==> src/rtl/host_frame_bridge_if.sv <==
// Byte-stream and command/response FIFO signals of the host frame bridge.
// master is the bridge itself; slave is the host byte stream plus the FIFO side.
interface host_frame_bridge_if;
    logic [7:0]  in_byte;
    logic        in_valid;
    logic        in_ready;
    logic        frame_err;
    logic        fifo_write_full;
    logic [33:0] fifo_write_data;
    logic        fifo_write_inc;
    logic        fifo_read_empty;
    logic [33:0] fifo_read_data;
    logic        fifo_read_inc;
    logic [7:0]  out_byte;
    logic        out_valid;
    logic        out_ready;

    modport master (
        input  in_byte, in_valid, fifo_write_full, fifo_read_empty, fifo_read_data, out_ready,
        output in_ready, frame_err, fifo_write_data, fifo_write_inc, fifo_read_inc,
               out_byte, out_valid
    );

    modport slave (
        output in_byte, in_valid, fifo_write_full, fifo_read_empty, fifo_read_data, out_ready,
        input  in_ready, frame_err, fifo_write_data, fifo_write_inc, fifo_read_inc,
               out_byte, out_valid
    );
endinterface

==> src/rtl/host_frame_bridge.sv <==
// Packs 5-byte host frames into 34-bit command words and serialises response words back out;
// push lands 1 cycle after the last payload byte, in_ready drops while the command FIFO is full.
module host_frame_bridge #(
    parameter logic [5:0]  SYNC_MARK = 6'h2C,
    parameter int unsigned TIMEOUT   = 1024,
    parameter int unsigned TO_W      = 11
) (
    input  logic                clk,
    input  logic                rst,
    host_frame_bridge_if.master bus
);

    typedef enum logic [2:0] {
        RX_HDR  = 3'b001,
        RX_DATA = 3'b010,
        RX_PUSH = 3'b100
    } rx_state_t;

    typedef enum logic [1:0] {
        TX_IDLE = 2'b01,
        TX_SEND = 2'b10
    } tx_state_t;

    typedef struct packed {
        logic [1:0]  modifier;
        logic [31:0] payload;
    } cmd_word_t;

    localparam logic [TO_W-1:0] TO_LAST = TO_W'(TIMEOUT - 1);
    localparam bit              TO_EN   = (TIMEOUT != 0);

    // ---------------- ingress ----------------
    rx_state_t       rx_state;
    logic [1:0]      rx_mod;
    logic [31:0]     rx_payload;
    logic [1:0]      byte_cnt;
    logic [TO_W-1:0] idle_cnt;
    logic            in_ready_q;
    logic            frame_err_q;
    cmd_word_t       wr_data_q;
    logic            wr_inc_q;
    logic            rx_xfer;

    assign rx_xfer = bus.in_valid & in_ready_q;

    always_ff @(posedge clk) begin
        if (rst) begin
            rx_state    <= RX_HDR;
            rx_mod      <= 2'b00;
            rx_payload  <= 32'h0;
            byte_cnt    <= 2'd0;
            idle_cnt    <= '0;
            in_ready_q  <= 1'b0;
            frame_err_q <= 1'b0;
            wr_data_q   <= '0;
            wr_inc_q    <= 1'b0;
        end else begin
            frame_err_q <= 1'b0;
            wr_inc_q    <= 1'b0;
            case (rx_state)
                RX_HDR: begin
                    in_ready_q <= 1'b1;
                    idle_cnt   <= '0;
                    if (rx_xfer) begin
                        if (bus.in_byte[7:2] == SYNC_MARK) begin
                            rx_mod   <= bus.in_byte[1:0];
                            byte_cnt <= 2'd0;
                            rx_state <= RX_DATA;
                        end else begin
                            frame_err_q <= 1'b1;
                        end
                    end
                end
                RX_DATA: begin
                    if (rx_xfer) begin
                        rx_payload <= {rx_payload[23:0], bus.in_byte};
                        byte_cnt   <= byte_cnt + 2'd1;
                        idle_cnt   <= '0;
                        if (byte_cnt == 2'd3) begin
                            rx_state   <= RX_PUSH;
                            in_ready_q <= 1'b0;
                        end
                    end else if (TO_EN && idle_cnt == TO_LAST) begin
                        // host stalled mid-frame: drop the partial word and resync on a header
                        frame_err_q <= 1'b1;
                        idle_cnt    <= '0;
                        rx_state    <= RX_HDR;
                    end else begin
                        idle_cnt <= idle_cnt + 1'b1;
                    end
                end
                RX_PUSH: begin
                    in_ready_q <= 1'b0;
                    idle_cnt   <= '0;
                    if (!bus.fifo_write_full) begin
                        wr_data_q  <= '{modifier: rx_mod, payload: rx_payload};
                        wr_inc_q   <= 1'b1;
                        in_ready_q <= 1'b1;
                        rx_state   <= RX_HDR;
                    end
                end
                default: begin
                    in_ready_q <= 1'b0;
                    rx_state   <= RX_HDR;
                end
            endcase
        end
    end

    assign bus.in_ready        = in_ready_q;
    assign bus.frame_err       = frame_err_q;
    assign bus.fifo_write_data = wr_data_q;
    assign bus.fifo_write_inc  = wr_inc_q;

    // ---------------- egress ----------------
    tx_state_t  tx_state;
    cmd_word_t  tx_word;
    logic [2:0] tx_idx;
    logic [7:0] out_byte_q;
    logic       out_valid_q;
    logic       rd_inc_q;

    function automatic logic [7:0] tx_byte(input cmd_word_t w, input logic [2:0] i);
        case (i)
            3'd0:    tx_byte = {SYNC_MARK, w.modifier};
            3'd1:    tx_byte = w.payload[31:24];
            3'd2:    tx_byte = w.payload[23:16];
            3'd3:    tx_byte = w.payload[15:8];
            3'd4:    tx_byte = w.payload[7:0];
            default: tx_byte = 8'h00;
        endcase
    endfunction

    always_ff @(posedge clk) begin
        if (rst) begin
            tx_state    <= TX_IDLE;
            tx_word     <= '0;
            tx_idx      <= 3'd0;
            out_byte_q  <= 8'h00;
            out_valid_q <= 1'b0;
            rd_inc_q    <= 1'b0;
        end else begin
            rd_inc_q <= 1'b0;
            case (tx_state)
                TX_IDLE: begin
                    if (!bus.fifo_read_empty) begin
                        tx_word     <= bus.fifo_read_data;
                        rd_inc_q    <= 1'b1;
                        tx_idx      <= 3'd0;
                        out_byte_q  <= tx_byte(bus.fifo_read_data, 3'd0);
                        out_valid_q <= 1'b1;
                        tx_state    <= TX_SEND;
                    end
                end
                TX_SEND: begin
                    if (bus.out_ready) begin
                        if (tx_idx == 3'd4) begin
                            out_valid_q <= 1'b0;
                            out_byte_q  <= 8'h00;
                            tx_state    <= TX_IDLE;
                        end else begin
                            tx_idx     <= tx_idx + 3'd1;
                            out_byte_q <= tx_byte(tx_word, tx_idx + 3'd1);
                        end
                    end
                end
                default: begin
                    out_valid_q <= 1'b0;
                    tx_state    <= TX_IDLE;
                end
            endcase
        end
    end

    assign bus.out_byte      = out_byte_q;
    assign bus.out_valid     = out_valid_q;
    assign bus.fifo_read_inc = rd_inc_q;

endmodule

==> src/flat_wrapper.sv <==
// flat-port wrapper written by rule: the top's interface ports become plain ports
module host_frame_bridge_flat 
#(
    parameter logic [5:0]  SYNC_MARK = 6'h2C,
    parameter int unsigned TIMEOUT   = 1024,
    parameter int unsigned TO_W      = 11
)
  (clk, rst, bus_in_byte, bus_in_valid, bus_fifo_write_full, bus_fifo_read_empty, bus_fifo_read_data, bus_out_ready, bus_in_ready, bus_frame_err, bus_fifo_write_data, bus_fifo_write_inc, bus_fifo_read_inc, bus_out_byte, bus_out_valid);
  host_frame_bridge_if bus_i ();
  input  logic clk;
  input  logic rst;
  input wire logic [$bits(bus_i.in_byte)-1:0] bus_in_byte;
  input wire logic [$bits(bus_i.in_valid)-1:0] bus_in_valid;
  input wire logic [$bits(bus_i.fifo_write_full)-1:0] bus_fifo_write_full;
  input wire logic [$bits(bus_i.fifo_read_empty)-1:0] bus_fifo_read_empty;
  input wire logic [$bits(bus_i.fifo_read_data)-1:0] bus_fifo_read_data;
  input wire logic [$bits(bus_i.out_ready)-1:0] bus_out_ready;
  output wire logic [$bits(bus_i.in_ready)-1:0] bus_in_ready;
  output wire logic [$bits(bus_i.frame_err)-1:0] bus_frame_err;
  output wire logic [$bits(bus_i.fifo_write_data)-1:0] bus_fifo_write_data;
  output wire logic [$bits(bus_i.fifo_write_inc)-1:0] bus_fifo_write_inc;
  output wire logic [$bits(bus_i.fifo_read_inc)-1:0] bus_fifo_read_inc;
  output wire logic [$bits(bus_i.out_byte)-1:0] bus_out_byte;
  output wire logic [$bits(bus_i.out_valid)-1:0] bus_out_valid;
  assign bus_i.in_byte = bus_in_byte;
  assign bus_i.in_valid = bus_in_valid;
  assign bus_i.fifo_write_full = bus_fifo_write_full;
  assign bus_i.fifo_read_empty = bus_fifo_read_empty;
  assign bus_i.fifo_read_data = bus_fifo_read_data;
  assign bus_i.out_ready = bus_out_ready;
  assign bus_in_ready = bus_i.in_ready;
  assign bus_frame_err = bus_i.frame_err;
  assign bus_fifo_write_data = bus_i.fifo_write_data;
  assign bus_fifo_write_inc = bus_i.fifo_write_inc;
  assign bus_fifo_read_inc = bus_i.fifo_read_inc;
  assign bus_out_byte = bus_i.out_byte;
  assign bus_out_valid = bus_i.out_valid;
  host_frame_bridge #(.SYNC_MARK(SYNC_MARK), .TIMEOUT(TIMEOUT), .TO_W(TO_W)) u_core (.clk(clk), .rst(rst), .bus(bus_i));
endmodule
==> config.mk <==
export PLATFORM = sky130hd
export DESIGN_NAME = host_frame_bridge_flat
export DESIGN_NICKNAME = d
export VERILOG_FILES = /design/src/rtl/host_frame_bridge_if.sv /design/src/rtl/host_frame_bridge.sv /design/src/flat_wrapper.sv
export SDC_FILE = /design/constraint.sdc
export NUM_CORES = 1
export LEC_CHECK = 0
export CAP_MARGIN = 20
export CORE_MARGIN = 1
export CORE_UTILIZATION = 56
export DETAILED_ROUTE_END_ITERATION = 8
export PLACE_DENSITY = 0.84
export SLEW_MARGIN = 20
export SYNTH_ARGS = -nofsm -noshare
export SYNTH_HDL_FRONTEND = slang
export SYNTH_SLANG_ARGS = --single-unit
export TNS_END_PERCENT = 20
==> constraint.sdc <==
create_clock -name clk -period 3.95 [get_ports clk]
set_input_delay 0.79 -clock clk [delete_from_list [all_inputs] [get_ports clk]]
set_output_delay 0.79 -clock clk [all_outputs]
set_load 0.02 [all_outputs]
# Word level (Yosys, flattened, before mapping)
# Index checks and enable logic that the tools add are counted.
[op_classes]
add_sub_neg = 3
n_eq_ne = 24
mux = 41
bitwise_logic = 5
n_reduce_logical = 17
[ops]
columns = ["op", "count"]
rows = [
  ["8-bit one-hot mux with 5 select lines", 1],
  ["3-bit 2-to-1 mux", 9],
  ["8-bit 2-to-1 mux", 3],
  ["11-bit 2-to-1 mux", 2],
  ["11-bit one-hot mux with 2 select lines", 1],
  ["8-bit one-hot mux with 2 select lines", 1],
  ["2-bit 2-to-1 mux", 6],
  ["11-bit by 1-bit adder with 11-bit output (second input constant)", 1],
  ["11-bit by 10-bit == test with 1-bit output (second input constant)", 1],
  ["1-bit 2-to-1 mux", 11],
  ["2-bit by 1-bit != test with 1-bit output (second input constant)", 5],
  ["3-bit by 2-bit == test with 1-bit output (second input constant)", 3],
  ["3-bit == test (second input constant)", 3],
  ["3-bit one-hot mux with 3 select lines", 1],
  ["3-bit AND reduction", 3],
  ["2-bit != test (second input constant)", 4],
  ["2-bit one-hot mux with 2 select lines", 2],
  ["2-bit AND reduction", 4],
  ["4-bit AND reduction", 2],
  ["3-bit by 1-bit == test with 1-bit output (second input constant)", 2],
  ["6-bit == test (second input constant)", 1],
  ["3-bit one-hot mux with 2 select lines", 1],
  ["2-bit nonzero test", 3],
  ["2-bit OR reduction", 3],
  ["12 further kinds", 17],
]
[word_totals]
regBits = 136
input_bits = 48
out_inout_bits = 47
word_cells = 107

# Depth between registers and ports, before layout
[logic_depth]
word_depth = 6
ltp_mapped = 7

# Least setup slack after synthesis
# Ideal clock, no wire load.
[synth_path]
kind = "input-to-reg"
from = "in bus_fifo_read_empty"
to = "reg u_core.tx_word[10] (netlist name)"
setup_ps = 132
arrival_ps = 1729
t_required_ps = 3818
path_slack_ps = 2089
cell_stages = 5
n_path_buf = 2
path_cell_list = "or3b_2 clkbuf_1 clkbuf_1 nand2_1 a21oi_1"
[synth_via]
elab_chain_cells = 2
[synth_lines]
columns = ["item", "line", "source"]
rows = [
  ["start: declaration", "flat_wrapper.sv:15", "input wire logic [$bits(bus_i.fifo_read_empty)-1:0] bus_fifo_read_empty;"],
  ["1-bit NOT (no line)", "--", ""],
  ["2-bit AND reduction (no line)", "--", ""],
  ["end signal: assignment", "host_frame_bridge.sv:147", "tx_word <= bus.fifo_read_data;"],
  ["end: declaration", "host_frame_bridge.sv:117", "cmd_word_t tx_word;"],
]
# Every way passes these cells.
# A chain may end at the register's enable or synchronous reset.

# Worst setup path after layout
[layout_path]
from = "reg u_core.in_ready_q (netlist: u_core.bus.in_ready)"
to = "out bus_in_ready"
[layout_rtl]
columns = ["item", "line", "source"]
rows = [
  ["start: declaration", "host_frame_bridge.sv:38", "logic in_ready_q;"],
  ["start signal: assignment", "host_frame_bridge.sv:53", "in_ready_q <= 1'b0;"],
  ["start signal: assignment", "host_frame_bridge.sv:62", "in_ready_q <= 1'b1;"],
  ["start signal: assignment", "host_frame_bridge.sv:81", "in_ready_q <= 1'b0;"],
  ["end: declaration", "flat_wrapper.sv:18", "output wire logic [$bits(bus_i.in_ready)-1:0] bus_in_ready;"],
]
# No word-level cell between the ends.

==> reports/metrics.cfg <==
[critical_path]
startpoint = u_core.bus.in_ready
cp.required_ns = 3.16
timing.critical_path.to_type = output pin
worstPathArrival_ns = 1.63
reg2reg_to = u_core.bus.out_byte[1]
reg2reg_slack_ns = 1.55
startpoint_type = register
cp_slowest_cell = clkdlybuf4s50_1
reg2regPathDepth = 5
crit_fanout = 6
crit_family = buffers and inverters
critPathKind = reg -> out
worstPathCellList = clkdlybuf4s50_1
max_stage_delay_ns = 0.65
critPathBufInv = 1
reg2reg_from = u_core.tx_idx[1]

[cells_and_area]
antenna_cells = 0
final_util = 0.745
nFillCells = 708
final_cells = 880
drive_gt1_frac = 0.0666
nets = 794
synthToLayoutAreaGrowth_pct = 28.6

[min_path]
hold_start = u_core.bus.fifo_write_data[31]
min-delay-path-class = reg -> reg
whs_path_depth = 2
min_to = u_core.bus.fifo_write_data[31]

[floorplan]
die_x_um = 100
ioPinCount = 95
core_um2 = 9280
dieArea_um2 = 10000
die_h_um = 100
start_util = 0.579
rows = 35

[drt]
drc = 0
final_antenna_net_count = 0
finalWirelength_mm = 13.0
via_count = 4939
drtIter0Drc = 299
routedWlPerCell_um = 14.8
viasPerCell = 5.61
dr.pass1.iters = 7

[synth]
ys_warn_count = 0
synthTopCellsByCount = nand2_1, dfxtp_1, a21oi_1
synth-edff-count = 0
synthCells = 665
synth_most_common_cell = nand2_1
synth-seq-cells = 135
yosysUniqueCellTypes = 56
synth.top_cell.area_share = 0.502
synth_area_leaders = dfxtp_1, nand2_1, a21oi_1
synth-main-ff-cell = dfxtp_1
synth.avg_cell_area_um2 = 8.09
synth-seq-area-share = 0.502
yosys.area.top_type = dfxtp_1
syn-cell-area_um2 = 5380
syn-num-nets = 720
synthArstFlopShare = 0

[outcome]
status = completed

[timing]
setup_violations = 0
slew_violations = 0
slew_headroom = 0.266
tightest_slew_ns = 1.10
hold_violations = 0
skew_ns = 0.00623
tns_ns = 0
rsz0062_at_grt = no
period_minus_slack_ns = 2.42
period_share = 0.612
fmax_ghz = 0.413

[global_routing]
grt_pass1_vias = 4565
grt_start_max_net_pins = 72
track_usage = 0.263
grt_pass1_wl_mm = 21.0
antenna_found_initial = 0
gr-total-overflow = 0

[clocking]
clkLatencyLatePin_ns = 0.52
clockRootBuffer = clkbuf_8
cts.hold.buffers_added = 0
cts_tree = yes
post_cts_buffers = 0
cts-htree-levels = 4
clk_pin_slew_worst_paths_ns = 0.06
cts.path.max_buffers = 2
cts_buffers = 17
cts_sinks = 135
cts_resized = 0

[place]
dp.cells = 849
dpl.hpwl_mm = 8.38
place_congestion = 0.846
port_buffers = 94

[power_and_ir_drop]
pwr-share-seq = 0.445
ir_drop_mv = 0.336
leakagePower_nw = 2.44
pwr-share-comb = 0.069
switchingPower_uw = 730
clockPowerShare = 0.486
swShare = 0.228
p_int_mw = 2.47
p_per_area_nw_per_um2 = 463

[job]
max-cap-violations = 0

==> flip-flops by register name, indices dropped and copies added, names as in the netlist <==
signal and flops:
u_core.rx_mod 2, u_core.tx_idx 3, u_core.bus.frame_err 1, u_core.bus.in_ready 1
u_core.tx_word 34, u_core.idle_cnt 11, u_core.bus.fifo_write_inc 1, u_core.rx_state 3
u_core.bus.out_byte 8, u_core.bus.fifo_write_data 34, u_core.bus.fifo_read_inc 1, u_core.rx_payload 32
u_core.byte_cnt 2, u_core.tx_state 2
==> metal layers <==
metal  global-route usage  part of all wire
met3               0.0599             0.062
met5                    0                 0
met2                0.461              0.51
met1                0.318              0.41
met4               0.0936             0.015
==> cell usage in the layout, fill, tap and decap left out, drive strengths merged, types with 3 or more instances in the layout <==
cell | netlist | routed
nand2 | 218 | 218
dfxtp | 135 | 135
a21oi | 117 | 117
clkdlybuf4s50 | 0 | 93
nor2 | 24 | 24
clkbuf | 23 | 19
o21ai | 15 | 15
nor3 | 12 | 12
a22oi | 7 | 7
ha | 7 | 7
inv | 6 | 6
buf | 21 | 6
nand3 | 6 | 6
clkinv | 0 | 6
nand2b | 5 | 5
a222oi | 5 | 5
nand3b | 5 | 5
nor2b | 4 | 4
and3 | 4 | 4
mux2i | 3 | 3
a31oi | 3 | 3
o2bb2ai | 3 | 3
o22ai | 3 | 3
clkinvlp | 0 | 3
bufinv | 0 | 3
or3 | 3 | 3
nor3b | 3 | 3
o211a | 3 | 3
nor4 | 3 | 3
==> through the flow <==
step | instance area (µm²) | setup slack (ns) | power, mW | hold slack [ns]
floorplan | 5380 | 2.09 | 1.57 | 0.431
CTS | 6910 | 1.52 | 3.21 | 0.455
global route | 6920 | 1.45 | 3.29 | 0.473
finish | 6920 | 1.53 | 3.20 | 0.451
detailed placement | 6330 | 1.17 | 1.67 | 0.448
global placement | 6330 | 1.24 | 1.66 | 0.441
==> worst max-delay path by stage <==
stage | to | slack [ns] | cells past startpoint
detailed placement | u_core.rx_payload[31] | 1.17 | 5
finish | bus_in_ready | 1.53 | 1
CTS | bus_out_valid | 1.52 | 1
floorplan | u_core.tx_word[10] | 2.09 | 5
global placement | u_core.rx_payload[29] | 1.24 | 5
global route | u_core.bus.out_byte[1] | 1.45 | 5
==> cell type report <==
type,instances,area [µm²],share of cell area
Sequential cell,135,2700,0.391
Multi-Input combinational cell,480,2470,0.357
Timing Repair Buffer,99,976,0.141
Clock buffer,19,432,0.0624
Tap cell,129,161,0.0233
Clock inverter,12,154,0.0223
Inverter,6,22.5,0.00326
==> power groups by stage <==
stage | clock (mW) | sequential [mW] | combinational [mW]
CTS | 1.56 | 1.42 | 0.220
finish | 1.56 | 1.43 | 0.221
floorplan | 0 | 1.45 | 0.122
global route | 1.62 | 1.43 | 0.239
detailed placement | 0 | 1.45 | 0.216
global placement | 0 | 1.45 | 0.211
==> logic make-up after synthesis <==
family / count (synthesis) / synth area share
simple gates: 295 / 0.243
compound gates: 169 / 0.181
flops: 135 / 0.502
buf+inv: 50 / 0.0414
fa+ha+maj: 7 / 0.0163
mux: 5 / 0.00977
xor+xnor: 4 / 0.00651
Power figures use the tool's default switching activity.
